## src/rtl/alu_operand_stage.sv

```systemverilog
// alu_operand_stage: operand-fetch stage in front of the 32-bit ALU.
// Holds a 32-entry register file with one write-back port and two read
// ports with write-through bypass. The selected operands and opcode are
// captured into a single valid/ready pipeline slot that the ALU can stall.
module alu_operand_stage #(
  parameter int WIDTH     = 32,
  parameter int NREG_LOG2 = 5
) (
  input  logic                 clk,
  input  logic                 reset,
  input  logic                 in_valid,
  output logic                 in_ready,
  input  logic [NREG_LOG2-1:0] rs,
  input  logic [NREG_LOG2-1:0] rt,
  input  logic [2:0]           op_in,
  input  logic                 use_imm,
  input  logic [WIDTH-1:0]     imm,
  input  logic                 we,
  input  logic [NREG_LOG2-1:0] wa,
  input  logic [WIDTH-1:0]     wd,
  input  logic                 flush,
  output logic                 out_valid,
  input  logic                 out_ready,
  output logic [WIDTH-1:0]     A,
  output logic [WIDTH-1:0]     B,
  output logic [2:0]           ALUOp
);

  localparam int NREG = 2 ** NREG_LOG2;

  logic [WIDTH-1:0] regs_r [NREG];
  logic             out_valid_r;
  logic [WIDTH-1:0] a_r;
  logic [WIDTH-1:0] b_r;
  logic [2:0]       aluop_r;

  logic             wr_en_s;
  logic [WIDTH-1:0] rd_a_s;
  logic [WIDTH-1:0] rd_b_s;
  logic [WIDTH-1:0] a_next_s;
  logic [WIDTH-1:0] b_next_s;
  logic             in_ready_s;
  logic             capture_s;

  // Register 0 is hard-wired to zero, so writes to it never take effect.
  assign wr_en_s = we && (wa != {NREG_LOG2{1'b0}});

  // Register file write-back; reset clears every entry.
  always_ff @(posedge clk) begin
    if (reset) begin
      for (int i = 0; i < NREG; i++) begin
        regs_r[i] <= {WIDTH{1'b0}};
      end
    end else if (wr_en_s) begin
      regs_r[wa] <= wd;
    end else begin
      regs_r[wa] <= regs_r[wa];
    end
  end

  // Port A read: a same-cycle write to rs is forwarded ahead of the array.
  always_comb begin
    rd_a_s = {WIDTH{1'b0}};
    if (wr_en_s && (wa == rs)) begin
      rd_a_s = wd;
    end else if (rs == {NREG_LOG2{1'b0}}) begin
      rd_a_s = {WIDTH{1'b0}};
    end else begin
      rd_a_s = regs_r[rs];
    end
  end

  // Port B read: same forwarding rule as port A, applied to rt.
  always_comb begin
    rd_b_s = {WIDTH{1'b0}};
    if (wr_en_s && (wa == rt)) begin
      rd_b_s = wd;
    end else if (rt == {NREG_LOG2{1'b0}}) begin
      rd_b_s = {WIDTH{1'b0}};
    end else begin
      rd_b_s = regs_r[rt];
    end
  end

  // Operand select: B takes the pre-extended immediate when requested.
  always_comb begin
    a_next_s = rd_a_s;
    b_next_s = {WIDTH{1'b0}};
    if (use_imm) begin
      b_next_s = imm;
    end else begin
      b_next_s = rd_b_s;
    end
  end

  // The slot can take a new entry when empty or when it drains this cycle.
  assign in_ready_s = !out_valid_r || out_ready;
  assign capture_s  = in_valid && in_ready_s && !flush;

  // Output slot: reset beats flush, flush beats capture, capture beats drain.
  always_ff @(posedge clk) begin
    if (reset) begin
      out_valid_r <= 1'b0;
      a_r         <= {WIDTH{1'b0}};
      b_r         <= {WIDTH{1'b0}};
      aluop_r     <= 3'b000;
    end else if (flush) begin
      out_valid_r <= 1'b0;
    end else if (capture_s) begin
      out_valid_r <= 1'b1;
      a_r         <= a_next_s;
      b_r         <= b_next_s;
      aluop_r     <= op_in;
    end else if (out_ready) begin
      out_valid_r <= 1'b0;
    end else begin
      out_valid_r <= out_valid_r;
    end
  end

  assign in_ready  = in_ready_s;
  assign out_valid = out_valid_r;
  assign A         = a_r;
  assign B         = b_r;
  assign ALUOp     = aluop_r;

endmodule

```

## config.mk

```make
export PLATFORM = sky130hd
export DESIGN_NAME = alu_operand_stage
export DESIGN_NICKNAME = d
export VERILOG_FILES = /design/src/rtl/alu_operand_stage.sv
export SDC_FILE = /design/constraint.sdc
export NUM_CORES = 2
export LEC_CHECK = 0
export ABC_AREA = 0
export CORE_ASPECT_RATIO = 2
export CORE_MARGIN = 2
export CORE_UTILIZATION = 63
export CTS_CLUSTER_SIZE = 14
export DETAILED_ROUTE_END_ITERATION = 7
export GPL_TIMING_DRIVEN = 0
export MAX_ROUTING_LAYER = met4
export PLACE_DENSITY = 0.8
export SETUP_SLACK_MARGIN = 0.5
export SYNTH_ARGS = -nofsm -noshare
export SYNTH_HDL_FRONTEND = slang
export SYNTH_SLANG_ARGS = --single-unit
```

## constraint.sdc

```tcl
create_clock -name clk -period 2.4 [get_ports clk]
set_input_delay 0.24 -clock clk [delete_from_list [all_inputs] [get_ports clk]]
set_output_delay 0.24 -clock clk [all_outputs]
set_load 0.1 [all_outputs]
```

Yosys cells after proc, flatten, opt, wreduce, memory -nomap -nowiden
Memory sizes are Yosys's and may differ from the RTL's.
Index checks and enable logic that the tools add are counted.
- register bits after elaboration: 68
- memories: 1
- word-level logic and storage cells: 45
- memory bits (writable): 1024
- bits of input ports: 89
- memory list (name ; depth ; bits a word ; rd ports ; clocked after memory_dff ; write ports ; line ; text):
    regs_r ; 32 ; 32 ; 2 ; 0 ; 32 ; 31 ; logic [WIDTH-1:0] regs_r [NREG];
- equality and inequality tests: 3
- multiplexer cells: 19
- bitwise operators: 2
- reduce and logical (&&, ||, !) cells: 16
- operators by type and width (kind ; count):
    $mux 32 ; 7
    $reduce_or 32->1 ; 1
    $mux 1 ; 11
    $eq 5x5->1 ; 2
    $logic_not 5->1 ; 2
    $logic_and 1x1->1 ; 5
    $mux 5 ; 1
    $reduce_bool 5->1 ; 1
    $reduce_and 2->1 ; 2
    $logic_not 1->1 ; 2
    $reduce_bool 2->1 ; 1
    $reduce_or 2->1 ; 1
    $logic_or 1x1->1 ; 1
    $ne 0x0->1 ; 1
    $not 1->1 ; 1
    $or 1x1->1 ; 1

Longest topological paths before layout
- word-level depth: 9
- gate-level depth with buffers: 10
- gate-level depth less buffers: 6

Worst setup path before layout
Ideal clock, no wire load.
- path kind: reg2reg
- from: reg out_valid_r, in the netlist out_valid
- to: reg aluop_r[0], in the netlist ALUOp[0]
- stages on the path, launching flop included: 8
- library setup time: 0.072 ns
- path buffers: 2
- arrival: 2.865 ns
- path slack: -0.537 ns
- cells stage by stage: dfxtp_1 > nor2b_1 > inv_1 > nand3b_1 > buf_2 > buf_1 > nand2_1 > a21oi_1
- longest elaborated chain between the ends: 5
- ends and longest elaborated chain (element ; line ; text):
    start: declaration ; 32 ; logic out_valid_r;
    start signal: assignment ; 117 ; out_valid_r <= out_valid_r;
    $logic_not 1->1 ; 97 ; assign in_ready_s = !out_valid_r || out_ready;
    $logic_or 1x1->1 ; 97 ;
    named net in_ready ; 12 ; output logic in_ready,
    $logic_and 1x1->1 (2 in series) ; 98 ; assign capture_s = in_valid && in_ready_s && !flush;
    $reduce_and 2->1 (no source line) ; -- ;
    end signal: assignment ; 113 ; aluop_r <= op_in;
    end: declaration ; 35 ; logic [2:0] aluop_r;
The timed path passes the listed nets, and every way through them passes these cells.
A chain may end at the register's enable or synchronous reset.

Worst setup path after layout
- from: in rs[0]
- to: reg a_r[20], in the netlist A[20]
- longest elaborated chain between the ends: 3
- elaborated cells on any way between the ends: 6
- ends and longest elaborated chain (element ; line ; text):
    start: declaration ; 13 ; input logic [NREG_LOG2-1:0] rs,
    $mem_v2 32x32, or another cell as far along ; -- ;
    $mux 32 or $logic_and 1x1->1 (tied branches) ; 66, 64 ;
    $mux 32 * ; 64 ; if (wr_en_s && (wa == rs)) begin
    end signal: assignment ; 104 ; a_r <= {WIDTH{1'b0}};
    end signal: assignment ; 111 ; a_r <= a_next_s;
    end: declaration ; 33 ; logic [WIDTH-1:0] a_r;
Every way passes the cells marked *; elsewhere a longest branch is shown, timed or not.

==> impl_table.tex <==
\begin{tabular}{lr}
\hline
Metric & Value \\
\hline
\multicolumn{2}{l}{\textbf{Run status}} \\
\quad Run status & complete, but fails checks \\
\quad Violated checks & DRC \\
\multicolumn{2}{l}{\textbf{Critical path}} \\
\quad Worst-case reg-to-reg path depth & 8 \\
\quad R2R Path End & B[1] \\
\quad Category of the most critical setup path & primary input to flip-flop \\
\quad Most prevalent standard cell on the critical path & sky130\_fd\_sc\_hd\_\_buf\_6 \\
\quad Data arrival, critical path & 2940 ps \\
\quad CP endpoint kind & flip-flop \\
\quad FF-to-FF setup slack & 290 ps \\
\quad WP buf/inv & 3 \\
\quad Cell type of the slowest stage on the worst timing path & sky130\_fd\_sc\_hd\_\_or2\_2 \\
\quad Worst reg2reg path startpoint & out\_valid \\
\quad Maximum cell stage delay along the critical path & 480 ps \\
\quad Worst path top cell family by delay & compound AO/OA/AOI/OAI gates \\
\quad Max FO, Critical Path & 10 \\
\quad Required arrival time at the worst endpoint & 3070 ps \\
\quad Startpoint kind of the worst setup timing path & primary input \\
\quad Chain of cells forming the critical path & clkbuf\_4 -> buf\_6 -> or2\_2 -> nor2\_4 -> a21oi\_4 -> buf\_6 -> o221ai\_1 -> o31ai\_2 \\
\multicolumn{2}{l}{\textbf{Clock network}} \\
\quad H-tree depth & 3 \\
\quad Master cell of the clock root buffer & sky130\_fd\_sc\_hd\_\_clkbuf\_16 \\
\quad Number of CTS-inserted buffers & 96 \\
\quad Worst-path clk slew & 70 ps \\
\quad TritonCTS clock tree & yes \\
\quad Number of clock sinks & 1092 \\
\quad Clock latency on the worst-skew pair & 760 ps \\
\quad Maximum clock path buffer count & 3 \\
\multicolumn{2}{l}{\textbf{Final layout}} \\
\quad Sequential cell area & 32100 um\^{}2 \\
\quad Synthesis-to-layout area growth & 17.0\% \\
\quad Multi-input combinational cell area & 25100 um\^{}2 \\
\quad Core occupancy in the finished layout & 0.741 \\
\quad \# fillers & 5821 \\
\quad Final std cell area, no fill & 67700 um\^{}2 \\
\quad Total number of nets in the final design & 4478 \\
\quad Share of layout cells above drive strength 1 & 0.301 \\
\multicolumn{2}{l}{\textbf{Synthesis}} \\
\quad Sequential element share of the synthesized area & 0.555 \\
\quad Number of enable flip-flop cells after synthesis & 1024 \\
\quad Count of warnings emitted by yosys & 0 \\
\quad Top-area cell type share of the netlist area & 0.531 \\
\quad Yosys top cell by area & sky130\_fd\_sc\_hd\_\_edfxtp\_1 \\
\quad Main combinational cell family by area after synthesis & multiplexers \\
\quad Total of flip-flops plus latches after synthesis & 1092 \\
\quad Synthesized-area fraction occupied by adder cells & 0 \\
\quad Fraction of the mapped netlist area in compound gates & 0.0703 \\
\quad Most instantiated flip-flop cell in the synthesis netlist & sky130\_fd\_sc\_hd\_\_edfxtp\_1 \\
\quad Cell with the most instances after synthesis & sky130\_fd\_sc\_hd\_\_edfxtp\_1 \\
\quad Top post-synthesis cells by count & sky130\_fd\_sc\_hd\_\_edfxtp\_1 (1024), sky130\_fd\_sc\_hd\_\_and2\_1 (999), sky130\_fd\_sc\_hd\_\_mux4\_2 (467) \\
\quad Async SR Flop Fraction & 0 \\
\quad Multiplexer share of the synthesized area & 0.200 \\
\quad Post-Synth Simple-Gate Area & 0.140 \\
\quad Number of instances in the synthesized netlist & 3974 \\
\quad Mapped cell area & 57900 um\^{}2 \\
\quad Number of distinct standard cells referenced by the synthesized netlist & 69 \\
\quad Most area-consuming cells after synthesis & sky130\_fd\_sc\_hd\_\_edfxtp\_1 (53\%), sky130\_fd\_sc\_hd\_\_mux4\_2 (18\%), sky130\_fd\_sc\_hd\_\_and2\_1 (11\%), sky130\_fd\_sc\_hd\_\_dfxtp\_1 (2.4\%), sky130\_fd\_sc\_hd\_\_clkbuf\_1 (2.0\%) \\
\quad Average cell area after synthesis & 14.6 um\^{}2 \\
\quad Xor/xnor share of the synthesized area & 0.00151 \\
\multicolumn{2}{l}{\textbf{Worst hold path}} \\
\quad Endpoint, Worst Hold & ALUOp[1] \\
\quad Number of instances on the worst hold path & 3 \\
\quad Hold crit path type & primary input to flip-flop \\
\quad Hold path start & op\_in[1] \\
\multicolumn{2}{l}{\textbf{STA}} \\
\quad Max transition margin & 0.319 \\
\quad Period utilization & 0.947 \\
\quad Unrepaired setup endpoints after global routing & true \\
\quad Final-report setup violation count & 0 \\
\quad Setup skew after layout & 19.3 ps \\
\quad Maximum frequency from static timing analysis & 0.440 GHz \\
\quad Count of final hold-check violations & 0 \\
\quad Clock period minus worst slack & 2270 ps \\
\quad Transition time at the pin with the least slew margin & 1020 ps \\
\quad Worst Setup Slack, final & 128 ps \\
\quad Max-slew violations & 0 \\
\quad Accumulated negative setup slack & 0 ps \\
\quad Minimum hold slack & 48.4 ps \\
\multicolumn{2}{l}{\textbf{Flow run}} \\
\quad Number of maximum-capacitance violations & 0 \\
\multicolumn{2}{l}{\textbf{Power and ir drop}} \\
\quad Power per Cell Area & 683 nW/um\^{}2 \\
\quad Leak pwr & 23.7 nW \\
\quad Worst voltage drop across the vdd grid & 717 uV \\
\multicolumn{2}{l}{\textbf{Place}} \\
\quad Post-placement cell area & 61100 um\^{}2 \\
\quad RD Place Congestion & 1.06 \\
\quad Pre-CTS WS & -2050 ps \\
\quad Count of input and output buffers & 144 \\
\quad DPL Wire Length & 177000 um \\
\multicolumn{2}{l}{\textbf{Drt}} \\
\quad DRC violation count after routing & 6 \\
\quad Via-per-instance ratio & 7.80 \\
\quad Antenna Violating Nets Remaining & 0 \\
\quad Vias after detailed routing & 44500 \\
\quad Final routed wire length divided by cell count & 45.1 um \\
\quad Starting DRT DRC Count & 8583 \\
\quad Wirelength, routed & 257000 um \\
\quad First-pass iteration count of the detailed router & 8 \\
\multicolumn{2}{l}{\textbf{Die}} \\
\quad Number of primary I/O pins & 158 \\
\quad Core Region & 91300 um\^{}2 \\
\quad Standard-cell row count & 157 \\
\quad Height of the chip & 433 um \\
\quad Die Footprint & 94500 um\^{}2 \\
\quad Effective utilization at floorplan & 0.634 \\
\quad Die Wd & 218 um \\
\multicolumn{2}{l}{\textbf{Global routing}} \\
\quad Total global routing overflow & 0 \\
\quad Total routing resource utilization after global routing & 0.565 \\
\quad Number of antenna violations at the first check in global routing & 26 \\
\quad Largest net degree at the start of global routing & 33 \\
\quad Wire length of the first global-routing pass & 340000 um \\
\quad Via count of the first global-routing pass & 42800 \\
\hline
\end{tabular}
## layout by cell type, fill, tap and decap left out, types with 47 or more instances in the layout
master / instances
sky130_fd_sc_hd__buf_12: 76
sky130_fd_sc_hd__buf_4: 78
sky130_fd_sc_hd__a22oi_1: 137
sky130_fd_sc_hd__clkbuf_16: 102
sky130_fd_sc_hd__clkdlybuf4s50_1: 74
sky130_fd_sc_hd__nand2_1: 103
sky130_fd_sc_hd__mux2i_1: 70
sky130_fd_sc_hd__clkbuf_1: 188
sky130_fd_sc_hd__edfxtp_1: 1024
sky130_fd_sc_hd__mux4_2: 467
sky130_fd_sc_hd__and2_1: 999
sky130_fd_sc_hd__dfxtp_1: 67
sky130_fd_sc_hd__or2_4: 62
sky130_fd_sc_hd__clkbuf_4: 47
sky130_fd_sc_hd__diode_2: 47
sky130_fd_sc_hd__buf_6: 53
sky130_fd_sc_hd__nor2_1: 83
sky130_fd_sc_hd__clkbuf_2: 115
sky130_fd_sc_hd__nor2b_1: 70
## worst min-delay path: stages
cell	delay, ps
sky130_fd_sc_hd__clkdlybuf4s50_1	400
sky130_fd_sc_hd__nand2_1	60
sky130_fd_sc_hd__a21oi_1	50
## worst max path at each step
stage / start / endpoint / cells after the start
after global placement: in_valid / A[30] / 7
final: rs[0] / A[20] / 8
after global routing: out_valid / A[11] / 10
after floorplan: out_valid / A[15] / 7
after detailed placement: rs[2] / A[11] / 8
after CTS: B[3] / B[3] / 1
## what timing repair did
action	in CTS	in global routing
hold buffers	0	0
setup buffers	48	57
pin swaps	39	39
gates cloned	30	3
gates resized for setup	638	283
setup endpoints to repair	2104	1979
## logic make-up (layout without fill, tap and decap cells)
logic type | after synthesis | after routing
simple gates | 1388 | 1419
other cells | 1 | 79
buf+inv | 435 | 867
compound gates | 479 | 479
flops | 1092 | 1092
xor+xnor | 10 | 10
mux | 569 | 569
## through the flow
step                cells  total power (W)
floorplan            4005           0.0270
finish               5707           0.0462
detailed placement   5345           0.0299
CTS                  5600           0.0451
global route         5696           0.0465
global placement     5341           0.0297
## flip-flops by register name, indices dropped and copies added, names as in the netlist
| signal | flops |
|---|---|
| ALUOp | 3 |
| A | 32 |
| out_valid | 1 |
| B | 32 |
| regs_r | 1024 |
## where the power goes
group | internal (W) | switching (W) | total (W)
combinational | 0.00283 | 0.00524 | 0.00807
sequential | 0.0219 | 0.000701 | 0.0226
clock | 0.00803 | 0.00753 | 0.0156
total | 0.0328 | 0.0135 | 0.0462
## final cells by class
type / count / share of cell area
tap: 1192 / 0.0220
clock buffer: 143 / 0.0399
buffer: 433 / 0.0424
clock inverter: 34 / 0.00392
multi-input combinational: 2509 / 0.370
timing repair buffer: 255 / 0.0452
antenna: 47 / 0.00174
sequential: 1092 / 0.474
inverter: 2 / 0.000203
## per-layer routing
layer  routed length, um  global-route usage  up-vias
li1                    -                   -    16200
met1               69800               0.589    21400
met2              111000               0.793     4988
met3               41400               0.229     1854
met4               34900               0.558        0
met5                   0                   -        -
(Power assumes the default switching activity.)
